==> src/rtl/sprite_anim_ctrl_pkg.sv <==
// Shared encodings for the fighter animation path: request codes,
// sprite ROM select codes and the per-player sequencer state.
package sprite_anim_ctrl_pkg;

  localparam int unsigned CNT_W = 8;

  localparam logic [3:0] REQ_IDLE  = 4'd0;
  localparam logic [3:0] REQ_FWD   = 4'd1;
  localparam logic [3:0] REQ_BACK  = 4'd2;
  localparam logic [3:0] REQ_ATK   = 4'd3;
  localparam logic [3:0] REQ_DIR   = 4'd4;
  localparam logic [3:0] REQ_BLOCK = 4'd5;

  typedef enum logic [3:0] {
    SEL_IDLE     = 4'd0,
    SEL_WALK     = 4'd1,
    SEL_WALKBACK = 4'd2,
    SEL_ATKSTART = 4'd3,
    SEL_ATKEND   = 4'd4,
    SEL_ATKPULL  = 4'd5,
    SEL_BLOCK    = 4'd6,
    SEL_DIRSTART = 4'd7,
    SEL_DIREND   = 4'd8,
    SEL_DIRPULL  = 4'd9,
    SEL_GOTHIT   = 4'd10
  } sel_e;

  typedef enum logic [2:0] {
    SEQ_IDLE_MOVE,
    SEQ_ATK_START,
    SEQ_ATK_END,
    SEQ_ATK_PULL,
    SEQ_DIR_START,
    SEQ_DIR_END,
    SEQ_DIR_PULL,
    SEQ_HIT
  } seq_state_e;

  function automatic logic is_attack(input seq_state_e st);
    return (st != SEQ_IDLE_MOVE) && (st != SEQ_HIT);
  endfunction

  // In IDLE_MOVE the pose mirrors the movement request; bad codes show idle.
  function automatic sel_e sel_for_state(input seq_state_e st, input logic [3:0] req);
    sel_e s;
    s = SEL_IDLE;
    case (st)
      SEQ_IDLE_MOVE: begin
        case (req)
          REQ_FWD:   s = SEL_WALK;
          REQ_BACK:  s = SEL_WALKBACK;
          REQ_BLOCK: s = SEL_BLOCK;
          default:   s = SEL_IDLE;
        endcase
      end
      SEQ_ATK_START: s = SEL_ATKSTART;
      SEQ_ATK_END:   s = SEL_ATKEND;
      SEQ_ATK_PULL:  s = SEL_ATKPULL;
      SEQ_DIR_START: s = SEL_DIRSTART;
      SEQ_DIR_END:   s = SEL_DIREND;
      SEQ_DIR_PULL:  s = SEL_DIRPULL;
      SEQ_HIT:       s = SEL_GOTHIT;
      default:       s = SEL_IDLE;
    endcase
    return s;
  endfunction

endpackage

==> src/rtl/sprite_anim_ctrl_seq.sv <==
// Per-player animation sequencer: attack/directional phase timing and
// got-hit override, all state committed only on frame_tick.
module sprite_seq
  import sprite_anim_ctrl_pkg::*;
#(
  parameter int unsigned HOLD_START = 4,
  parameter int unsigned HOLD_END   = 3,
  parameter int unsigned HOLD_PULL  = 5,
  parameter int unsigned HOLD_HIT   = 8
) (
  input  logic       clk,
  input  logic       rst,
  input  logic       frame_tick,
  input  logic [3:0] i_req,
  input  logic       i_hit,
  output logic [3:0] o_sel,
  output logic       o_busy,
  output logic       o_atk_nxt
);

  localparam logic [CNT_W-1:0] LD_START = CNT_W'(HOLD_START - 1);
  localparam logic [CNT_W-1:0] LD_END   = CNT_W'(HOLD_END - 1);
  localparam logic [CNT_W-1:0] LD_PULL  = CNT_W'(HOLD_PULL - 1);
  localparam logic [CNT_W-1:0] LD_HIT   = CNT_W'(HOLD_HIT - 1);

  seq_state_e       r_state;
  seq_state_e       w_state_nxt;
  seq_state_e       w_idle_state;
  logic [CNT_W-1:0] r_cnt;
  logic [CNT_W-1:0] w_cnt_nxt;
  logic [CNT_W-1:0] w_idle_cnt;
  logic [CNT_W-1:0] w_cnt_dec;
  logic             r_hit_pend;
  logic             w_hit;
  logic             w_cnt_zero;
  logic [3:0]       r_sel;
  logic             r_busy;

  assign w_hit      = r_hit_pend | i_hit;
  assign w_cnt_zero = (r_cnt == '0);
  assign w_cnt_dec  = r_cnt - CNT_W'(1);

  // Where the sequencer lands when free to act on req (idle or hit expiry).
  always_comb begin
    w_idle_state = SEQ_IDLE_MOVE;
    w_idle_cnt   = '0;
    if (i_req == REQ_ATK) begin
      w_idle_state = SEQ_ATK_START;
      w_idle_cnt   = LD_START;
    end else if (i_req == REQ_DIR) begin
      w_idle_state = SEQ_DIR_START;
      w_idle_cnt   = LD_START;
    end
  end

  always_comb begin
    w_state_nxt = r_state;
    w_cnt_nxt   = r_cnt;
    if (w_hit) begin
      w_state_nxt = SEQ_HIT;
      w_cnt_nxt   = LD_HIT;
    end else begin
      case (r_state)
        SEQ_IDLE_MOVE: begin
          w_state_nxt = w_idle_state;
          w_cnt_nxt   = w_idle_cnt;
        end
        SEQ_ATK_START, SEQ_DIR_START: begin
          if (w_cnt_zero) begin
            w_state_nxt = (r_state == SEQ_ATK_START) ? SEQ_ATK_END : SEQ_DIR_END;
            w_cnt_nxt   = LD_END;
          end else begin
            w_cnt_nxt   = w_cnt_dec;
          end
        end
        SEQ_ATK_END, SEQ_DIR_END: begin
          if (w_cnt_zero) begin
            w_state_nxt = (r_state == SEQ_ATK_END) ? SEQ_ATK_PULL : SEQ_DIR_PULL;
            w_cnt_nxt   = LD_PULL;
          end else begin
            w_cnt_nxt   = w_cnt_dec;
          end
        end
        SEQ_ATK_PULL, SEQ_DIR_PULL: begin
          if (w_cnt_zero) begin
            w_state_nxt = SEQ_IDLE_MOVE;
            w_cnt_nxt   = '0;
          end else begin
            w_cnt_nxt   = w_cnt_dec;
          end
        end
        SEQ_HIT: begin
          if (w_cnt_zero) begin
            w_state_nxt = w_idle_state;
            w_cnt_nxt   = w_idle_cnt;
          end else begin
            w_cnt_nxt   = w_cnt_dec;
          end
        end
        default: begin
          w_state_nxt = SEQ_IDLE_MOVE;
          w_cnt_nxt   = '0;
        end
      endcase
    end
  end

  always_ff @(posedge clk or posedge rst) begin
    if (rst) begin
      r_state    <= SEQ_IDLE_MOVE;
      r_cnt      <= '0;
      r_hit_pend <= 1'b0;
      r_sel      <= SEL_IDLE;
      r_busy     <= 1'b0;
    end else if (frame_tick) begin
      r_state    <= w_state_nxt;
      r_cnt      <= w_cnt_nxt;
      r_hit_pend <= 1'b0;
      r_sel      <= sel_for_state(w_state_nxt, i_req);
      r_busy     <= (w_state_nxt != SEQ_IDLE_MOVE);
    end else if (i_hit) begin
      r_hit_pend <= 1'b1;
    end
  end

  assign o_sel     = r_sel;
  assign o_busy    = r_busy;
  assign o_atk_nxt = is_attack(w_state_nxt);

endmodule

==> src/rtl/sprite_anim_ctrl.sv <==
// Two-player sprite animation controller: one sequencer per fighter plus
// the draw-priority register that favours whoever is attacking alone.
module sprite_anim_ctrl
  import sprite_anim_ctrl_pkg::*;
#(
  parameter int unsigned HOLD_START = 4,
  parameter int unsigned HOLD_END   = 3,
  parameter int unsigned HOLD_PULL  = 5,
  parameter int unsigned HOLD_HIT   = 8
) (
  input  logic       clk,
  input  logic       rst,
  input  logic       frame_tick,
  input  logic [3:0] req1,
  input  logic [3:0] req2,
  input  logic       hit1,
  input  logic       hit2,
  output logic [3:0] sel1,
  output logic [3:0] sel2,
  output logic       busy1,
  output logic       busy2,
  output logic       top1
);

  logic w_atk1;
  logic w_atk2;
  logic r_top1;

  sprite_seq #(
    .HOLD_START(HOLD_START),
    .HOLD_END  (HOLD_END),
    .HOLD_PULL (HOLD_PULL),
    .HOLD_HIT  (HOLD_HIT)
  ) u_p1 (
    .clk       (clk),
    .rst       (rst),
    .frame_tick(frame_tick),
    .i_req     (req1),
    .i_hit     (hit1),
    .o_sel     (sel1),
    .o_busy    (busy1),
    .o_atk_nxt (w_atk1)
  );

  sprite_seq #(
    .HOLD_START(HOLD_START),
    .HOLD_END  (HOLD_END),
    .HOLD_PULL (HOLD_PULL),
    .HOLD_HIT  (HOLD_HIT)
  ) u_p2 (
    .clk       (clk),
    .rst       (rst),
    .frame_tick(frame_tick),
    .i_req     (req2),
    .i_hit     (hit2),
    .o_sel     (sel2),
    .o_busy    (busy2),
    .o_atk_nxt (w_atk2)
  );

  // Priority follows the post-tick states so it updates with the selects.
  always_ff @(posedge clk or posedge rst) begin
    if (rst) begin
      r_top1 <= 1'b1;
    end else if (frame_tick) begin
      if (w_atk1 && !w_atk2) begin
        r_top1 <= 1'b1;
      end else if (!w_atk1 && w_atk2) begin
        r_top1 <= 1'b0;
      end
    end
  end

  assign top1 = r_top1;

endmodule

==> config.mk <==
export PLATFORM = sky130hd
export DESIGN_NAME = sprite_anim_ctrl
export DESIGN_NICKNAME = d
export VERILOG_FILES = /design/src/rtl/sprite_anim_ctrl_pkg.sv /design/src/rtl/sprite_anim_ctrl_seq.sv /design/src/rtl/sprite_anim_ctrl.sv
export SDC_FILE = /design/constraint.sdc
export NUM_CORES = 1
export LEC_CHECK = 0
export ABC_AREA = 0
export CELL_PAD_IN_SITES_DETAIL_PLACEMENT = 1
export CELL_PAD_IN_SITES_GLOBAL_PLACEMENT = 1
export CORE_MARGIN = 2
export CORE_UTILIZATION = 25
export CTS_CLUSTER_SIZE = 20
export DETAILED_ROUTE_END_ITERATION = 8
export PLACE_DENSITY = 0.59
export SYNTH_ARGS = -nofsm -noshare
export SYNTH_HDL_FRONTEND = slang
export SYNTH_SLANG_ARGS = --single-unit
==> constraint.sdc <==
create_clock -name clk -period 2.9 [get_ports clk]
set_input_delay 0.58 -clock clk [delete_from_list [all_inputs] [get_ports clk]]
set_output_delay 0.58 -clock clk [all_outputs]
set_load 0.01 [all_outputs]
==> flow_metrics.env, run 1 <==
export IMPL_cap_violations=0
export IMPL_die_w_um=101.8
export IMPL_drt_iter0_drc=114
export IMPL_layout_commonest_cell="nor2_1"
export IMPL_grtUsageTotal=0.1408
export IMPL_fill_cells=1099
export IMPL_finalWirelength_um=6889
export IMPL_r2r_start="u_p1.r_cnt[1]$_DFFE_PP0P_"
export IMPL_dieArea_sq_um=10360
export IMPL_skew_ps=9.800
export IMPL_r2r_end="top1$_DFFE_PP1P_"
export IMPL_ctsHoldBuffers=0
export IMPL_synth_edff_count=0
export IMPL_syn_area_sq_um=2391
export IMPL_cp_data_required_time_ps=3130
export IMPL_hold_path_class="register to register"
export IMPL_clk_path_buf_depth=2
export IMPL_antenna_found_initial=0
export IMPL_ys_seq_elements=35
export IMPL_initial_utilization=0.2588
export IMPL_area_delta_synth_final_pct=33.28
export IMPL_yosys_area_top_type_share=0.3558
export IMPL_clock_sinks=35
export IMPL_power_leakage_nw=1.255
export IMPL_combinationalPowerShare=0.141
export IMPL_setup_slack_ps=117.4
export IMPL_switchingPower_mw=0.3053
export IMPL_period_minus_slack_ps=2783
export IMPL_dpl_hpwl_um=4997
export IMPL_ys_types=66
export IMPL_vias=2359
export IMPL_cts_tree="done"
export IMPL_slew_headroom=0.6267
export IMPL_pre_cts_slack_ps=-254.6
export IMPL_vdd_drop_max_v=0.0001554
export IMPL_slew_violations=0
export IMPL_synth_area_leaders="dfrtp_1 36%, nor2_1 6.3%, a21oi_1 4.6%"
export IMPL_final_cell_mix="40 x nor2_1, 39 x buf_4, 34 x dfrtp_1, 22 x a21oi_1, 22 x clkdlybuf4s50_1"
export IMPL_ys_async_sr_fraction=1.000
export IMPL_ff2ff_setup_slack_ps=120
export IMPL_arrival_ps=3010
export IMPL_yosysSeqAreaShare=0.3668
export IMPL_grt_pass1_wl_um=11650
export IMPL_place_area_sq_um=2990
export IMPL_status="finished, final reports clean"
export IMPL_grt_pass1_vias=2357
export IMPL_io_buffers=23
export IMPL_crit_type="register to register"
export IMPL_wl_per_cell_um=14.66
export IMPL_cp_max_fo=5
export IMPL_synth_nets=301
export IMPL_postSynthAreaPerCell_sq_um=8.390
export IMPL_worstRegToRegCells=10
export IMPL_nets=356
export IMPL_yosys_warnings=0
export IMPL_n_antenna_cell=0
export IMPL_tightest_slew_ps=554.9
export IMPL_overflow=0
export IMPL_numCtsBuffers=5
export IMPL_swShare=0.2470
export IMPL_ys_flop_type="dfrtp_1"
export IMPL_clk_latency_ps=300
export IMPL_via_per_inst=5.019
export IMPL_drc=0
export IMPL_place_congestion=0.8112
export IMPL_first_pass_iters=4
export IMPL_p_int_mw=0.9309
export IMPL_final_setup_viol_count=0
export IMPL_drive_gt1_frac=0.2082
export IMPL_hold_path_depth=1
export IMPL_power_frac_clock=0.439
export IMPL_synth_top_area_cell="dfrtp_1"
export IMPL_core_area_sq_um=9240
export IMPL_cts_root_buffer="clkbuf_8"
export IMPL_worstHoldStart="u_p2.o_busy$_DFFE_PP0P_"
export IMPL_grt_max_degree=49
export IMPL_stdcell_area_sq_um=3187
export IMPL_fin_util=0.3449
export IMPL_syn_inst=285
export IMPL_crit_path_end_kind="register"
export IMPL_powerDensity_nw_per_um2=387.9
export IMPL_hold_path_end="u_p2.o_busy$_DFFE_PP0P_"
export IMPL_h_tree_depth=2
export IMPL_path_clk_slew_ps=80
export IMPL_final_period_utilization=0.9595
export IMPL_rows=35
export IMPL_max_clock_freq_mhz=359.4
export IMPL_ant_nets=0
export IMPL_start_kind="register"
export IMPL_hold_viol=0
export IMPL_die_h_um=101.8
export IMPL_io_pins=24
export IMPL_pwr_share_seq=0.419
## power groups by stage
stage | sequential (mW) | clock [mW] | combinational [mW]
floorplan | 0.526 | 0 | 0.0862
global placement | 0.527 | 0 | 0.170
detailed placement | 0.528 | 0 | 0.175
CTS | 0.518 | 0.561 | 0.177
global route | 0.521 | 0.580 | 0.197
finish | 0.518 | 0.543 | 0.175
## worst max-delay path by stage
stage,from,to,slack (ps),cells past startpoint
after floorplan,u_p1.r_cnt[0]$_DFFE_PP0P_,top1$_DFFE_PP1P_,240,10
after global placement,req2[0],top1$_DFFE_PP1P_,-190,9
after detailed placement,req2[0],top1$_DFFE_PP1P_,-250,9
after CTS,u_p2.r_cnt[0]$_DFFE_PP0P_,top1$_DFFE_PP1P_,60,10
after global routing,u_p2.r_cnt[0]$_DFFE_PP0P_,top1$_DFFE_PP1P_,-30,11
final,u_p1.r_cnt[1]$_DFFE_PP0P_,top1$_DFFE_PP1P_,120,10
## cell type report
| class | count | area [sq um] | area share |
|---|---|---|---|
| Clock buffer | 6 | 72.57 | 0.02277 |
| Tap cell | 129 | 161.4 | 0.05065 |
| Sequential cell | 35 | 877.1 | 0.2752 |
| Inverter | 11 | 41.29 | 0.01296 |
| Clock inverter | 2 | 60.06 | 0.01885 |
| Timing Repair Buffer | 62 | 518.0 | 0.1625 |
| Multi-Input combinational cell | 225 | 1456 | 0.4570 |
## stage by stage
stage	hold slack, ps	instances	power (mW)	TNS [ps]
3_5_place_dp	499.2	459	0.7025	-254.6
5_1_grt	550.8	470	1.298	-29.95
3_3_place_gp	488.3	459	0.6973	-186.8
4_1_cts	522.2	467	1.256	0
6_report	514.0	470	1.236	0
2_1_floorplan	483.8	285	0.6123	0
## kinds of logic (layout without fill, tap and decap cells)
group           after synthesis  count (layout)  synth area share
xor+xnor                      6               6           0.02198
mux                           4               4           0.01779
flops                        35              35            0.3668
compound gates               86              86            0.2465
buf+inv                      25              81           0.04134
simple gates                126             126            0.2899
fa+ha+maj                     3               3           0.01570
## Yosys cell counts, types with 4 or more instances
master,instances
nand3b_1,4
inv_1,11
nor2_1,40
nand2_1,19
a21oi_1,22
o21ai_0,21
xnor2_1,4
dfrtp_1,34
nor4b_1,6
nor3_1,10
clkbuf_1,12
nand3_1,11
o31ai_1,4
a221oi_1,4
## what timing repair did
action / 4_1_cts / 5_1_grt
resized for setup: 3 / 5
pin swaps: 0 / 5
setup buffers: 0 / 3
gates cloned: 0 / 0
endpoints found under the setup margin: 1 / 1
## flip-flops by register name, indices dropped and copies added (netlist names)
register and cells:
top1 1, u_p1.o_busy 1, u_p1.o_sel 4, u_p1.r_cnt 8
u_p1.r_hit_pend 1, u_p1.r_state 3, u_p2.o_busy 1, u_p2.o_sel 4
u_p2.r_cnt 8, u_p2.r_hit_pend 1, u_p2.r_state 3
## worst max-delay path: stages, from the launching register on
cell and delay, ps:
dfrtp_1 400, inv_1 90, ha_2 210, or4b_4 530, o31a_1 330, a211oi_4 200
nor3_1 80, nor2_1 180, ha_1 260, nor2b_1 120, mux2_2 330
## per-layer routing
metal	up-vias	global-route usage	routed length (um)
met1	1165	0.2079	3628
met5	-	0	0
met3	7	0.02001	132
li1	1164	-	-
met2	23	0.2131	3047
met4	0	0.04054	80
No activity file was read; power rests on OpenSTA's default activity.
==> inputs of run 2 (changes only) <==
--- a/config.mk
+++ b/config.mk
@@ -6,13 +6,11 @@
 export NUM_CORES = 1
 export LEC_CHECK = 0
 export ABC_AREA = 0
-export CELL_PAD_IN_SITES_DETAIL_PLACEMENT = 1
-export CELL_PAD_IN_SITES_GLOBAL_PLACEMENT = 1
 export CORE_MARGIN = 2
 export CORE_UTILIZATION = 25
 export CTS_CLUSTER_SIZE = 20
 export DETAILED_ROUTE_END_ITERATION = 8
-export PLACE_DENSITY = 0.59
+export PLACE_DENSITY = 0.49
 export SYNTH_ARGS = -nofsm -noshare
 export SYNTH_HDL_FRONTEND = slang
 export SYNTH_SLANG_ARGS = --single-unit
==> run 2 against run 1 <==
  * Critical path depth up 1
  * Via count shrank 1.9%
  * Utilization increased by 0.16 points
  * Sequential share of layout area shrank 0.13 points
  * Clock skew down 2.4 ps
  * Critical path type unchanged
  * Largest power group is now sequential cells
==> flow_metrics.env, run 2 (synthesis gave the netlist of run 1 again) <==
export IMPL_cts_tree="done"
export IMPL_clock_sinks=35
export IMPL_swShare=0.2629
export IMPL_vias=2313
export IMPL_hold_path_end="u_p2.r_hit_pend$_DFFE_PP0P_"
export IMPL_path_clk_slew_ps=80
export IMPL_ff2ff_setup_slack_ps=90
export IMPL_fin_util=0.3465
export IMPL_h_tree_depth=2
export IMPL_drive_gt1_frac=0.2251
export IMPL_area_delta_synth_final_pct=33.91
export IMPL_first_pass_iters=4
export IMPL_setup_slack_ps=92.13
export IMPL_pre_cts_slack_ps=-215.3
export IMPL_drc=0
export IMPL_numCtsBuffers=5
export IMPL_power_leakage_nw=1.248
export IMPL_slew_headroom=0.6678
export IMPL_place_congestion=0.7845
export IMPL_ant_nets=0
export IMPL_final_period_utilization=0.9682
export IMPL_r2r_start="u_p2.r_cnt[0]$_DFFE_PP0P_"
export IMPL_hold_viol=0
export IMPL_final_setup_viol_count=0
export IMPL_worstHoldStart="u_p2.r_hit_pend$_DFFE_PP0P_"
export IMPL_drt_iter0_drc=75
export IMPL_crit_path_end_kind="register"
export IMPL_grt_max_degree=48
export IMPL_die_h_um=101.8
export IMPL_cp_data_required_time_ps=3120
export IMPL_clk_latency_ps=290
export IMPL_total_power_mw=1.092
export IMPL_rows=35
export IMPL_grt_pass1_vias=2236
export IMPL_nets=357
export IMPL_switchingPower_mw=0.2869
export IMPL_arrival_ps=3030
export IMPL_combinationalPowerShare=0.160
export IMPL_vdd_drop_max_v=0.0002612
export IMPL_r2r_end="top1$_DFFE_PP1P_"
export IMPL_dpl_hpwl_um=4325
export IMPL_overflow=0
export IMPL_top_regs="u_p1.r_cnt (8), u_p2.r_cnt (8)"
export IMPL_layout_commonest_cell="buf_4"
export IMPL_n_antenna_cell=0
export IMPL_slew_violations=0
export IMPL_clk_path_buf_depth=2
export IMPL_via_per_inst=4.911
export IMPL_crit_start="u_p2.r_cnt[0]$_DFFE_PP0P_"
export IMPL_io_buffers=23
export IMPL_skew_ps=7.398
export IMPL_hold_path_depth=2
export IMPL_powerDensity_nw_per_um2=341.0
export IMPL_core_area_sq_um=9240
export IMPL_rsz0062_at_grt="no"
export IMPL_cts_root_buffer="clkbuf_8"
export IMPL_hold_path_class="register to register"
export IMPL_cap_violations=0
export IMPL_antenna_found_initial=0
export IMPL_power_frac_clock=0.366
export IMPL_start_kind="register"
export IMPL_die_w_um=101.8
export IMPL_initial_utilization=0.2588
export IMPL_fill_cells=994
export IMPL_dieArea_sq_um=10360
export IMPL_final_cell_mix="40 x buf_4, 39 x nor2_1, 34 x dfrtp_1, 22 x a21oi_1, 22 x clkdlybuf4s50_1"
export IMPL_status="finished, final reports clean"
export IMPL_finalWirelength_um=6084
export IMPL_grt_pass1_wl_um=10600
export IMPL_period_minus_slack_ps=2808
export IMPL_worstRegToRegCells=11
export IMPL_wl_per_cell_um=12.92
export IMPL_tightest_slew_ps=493.8
export IMPL_p_int_mw=0.8047
export IMPL_pwr_share_seq=0.474
export IMPL_grtUsageTotal=0.1253
export IMPL_max_clock_freq_mhz=356.1
export IMPL_io_pins=24
export IMPL_crit_type="register to register"
export IMPL_cp_max_fo=4
run 2: cell count changes in the layout (fill, tap and decap cells not counted), sizes merged:
cell / before / now
buf: 40 / 41
clkinvlp: 0 / 1
bufinv: 2 / 0
clkbuf: 6 / 7
run 2: critical path: stages, from the launching register on:
cell and delay (ps):
dfrtp_1 400, inv_1 80, ha_2 190, or4b_4 520, nor2_4 140, and3_1 180
o41ai_2 80, buf_4 170, o31ai_4 250, ha_1 260, nor2b_1 120, mux2_2 340
run 2: metal layers:
layer	GRT usage	wire length, um	part of all wire
met3	0.02346	197	0.032
met5	0	0	0
met1	0.1811	3150	0.52
met2	0.1913	2675	0.44
met4	0.03430	60	0.0099
run 2: power by group through the flow:
stage | Clock (mW) | Sequential [mW] | Combinational, mW
6_report | 0.399 | 0.518 | 0.175
5_1_grt | 0.436 | 0.520 | 0.197
4_1_cts | 0.418 | 0.517 | 0.171
3_5_place_dp | 0 | 0.526 | 0.170
3_3_place_gp | 0 | 0.527 | 0.169
2_1_floorplan | 0 | 0.526 | 0.0862
run 2: worst max path at each step:
| stage | depth (start not counted) | slack, ps | end |
|---|---|---|---|
| 3_5_place_dp | 9 | -220 | top1$_DFFE_PP1P_ |
| 5_1_grt | 11 | 1 | top1$_DFFE_PP1P_ |
| 4_1_cts | 11 | 20 | top1$_DFFE_PP1P_ |
| 2_1_floorplan | 10 | 240 | top1$_DFFE_PP1P_ |
| 6_report | 11 | 90 | top1$_DFFE_PP1P_ |
| 3_3_place_gp | 11 | -200 | top1$_DFFE_PP1P_ |
run 2: area by class of cell:
class                      instances  area [sq um]  area share
inverter                          11         41.29     0.01290
timing repair buffer              63         525.5      0.1641
clock buffer                       7         96.34     0.03009
clock inverter                     1         7.507    0.002345
multi-input combinational        225          1493      0.4662
tap                              129         161.4     0.05041
sequential                        35         877.1      0.2739
run 2: timing repair:
item / CTS / global route
endpoints found under the hold margin: 0 / 0
hold buffers: 0 / 0
setup buffers: 0 / 5
pin swaps: 0 / 5
setup endpoints to repair: 1 / 1
cloned: 0 / 0
gates resized for setup: 1 / 15
run 2: through the flow:
stage                     instances  hold slack, ps  TNS [ps]  instance area, sq um
final                           471           504.3         0                  3202
after CTS                       466           511.4         0                  3090
after floorplan                 285           483.8         0                  2391
after detailed placement        458           489.5    -215.3                  2983
after global placement          458           482.4    -197.6                  2983
after global routing            471           524.1         0                  3202
==> inputs of run 3 (changes only) <==
--- a/config.mk
+++ b/config.mk
@@ -6,11 +6,13 @@
 export NUM_CORES = 1
 export LEC_CHECK = 0
 export ABC_AREA = 0
+export CAP_MARGIN = 0
 export CORE_MARGIN = 2
 export CORE_UTILIZATION = 25
 export CTS_CLUSTER_SIZE = 20
 export DETAILED_ROUTE_END_ITERATION = 8
 export PLACE_DENSITY = 0.49
+export SLEW_MARGIN = 25
 export SYNTH_ARGS = -nofsm -noshare
 export SYNTH_HDL_FRONTEND = slang
 export SYNTH_SLANG_ARGS = --single-unit
==> results of run 3 <==
No change in the layout: final DEF, timing and power equal those of run 2.
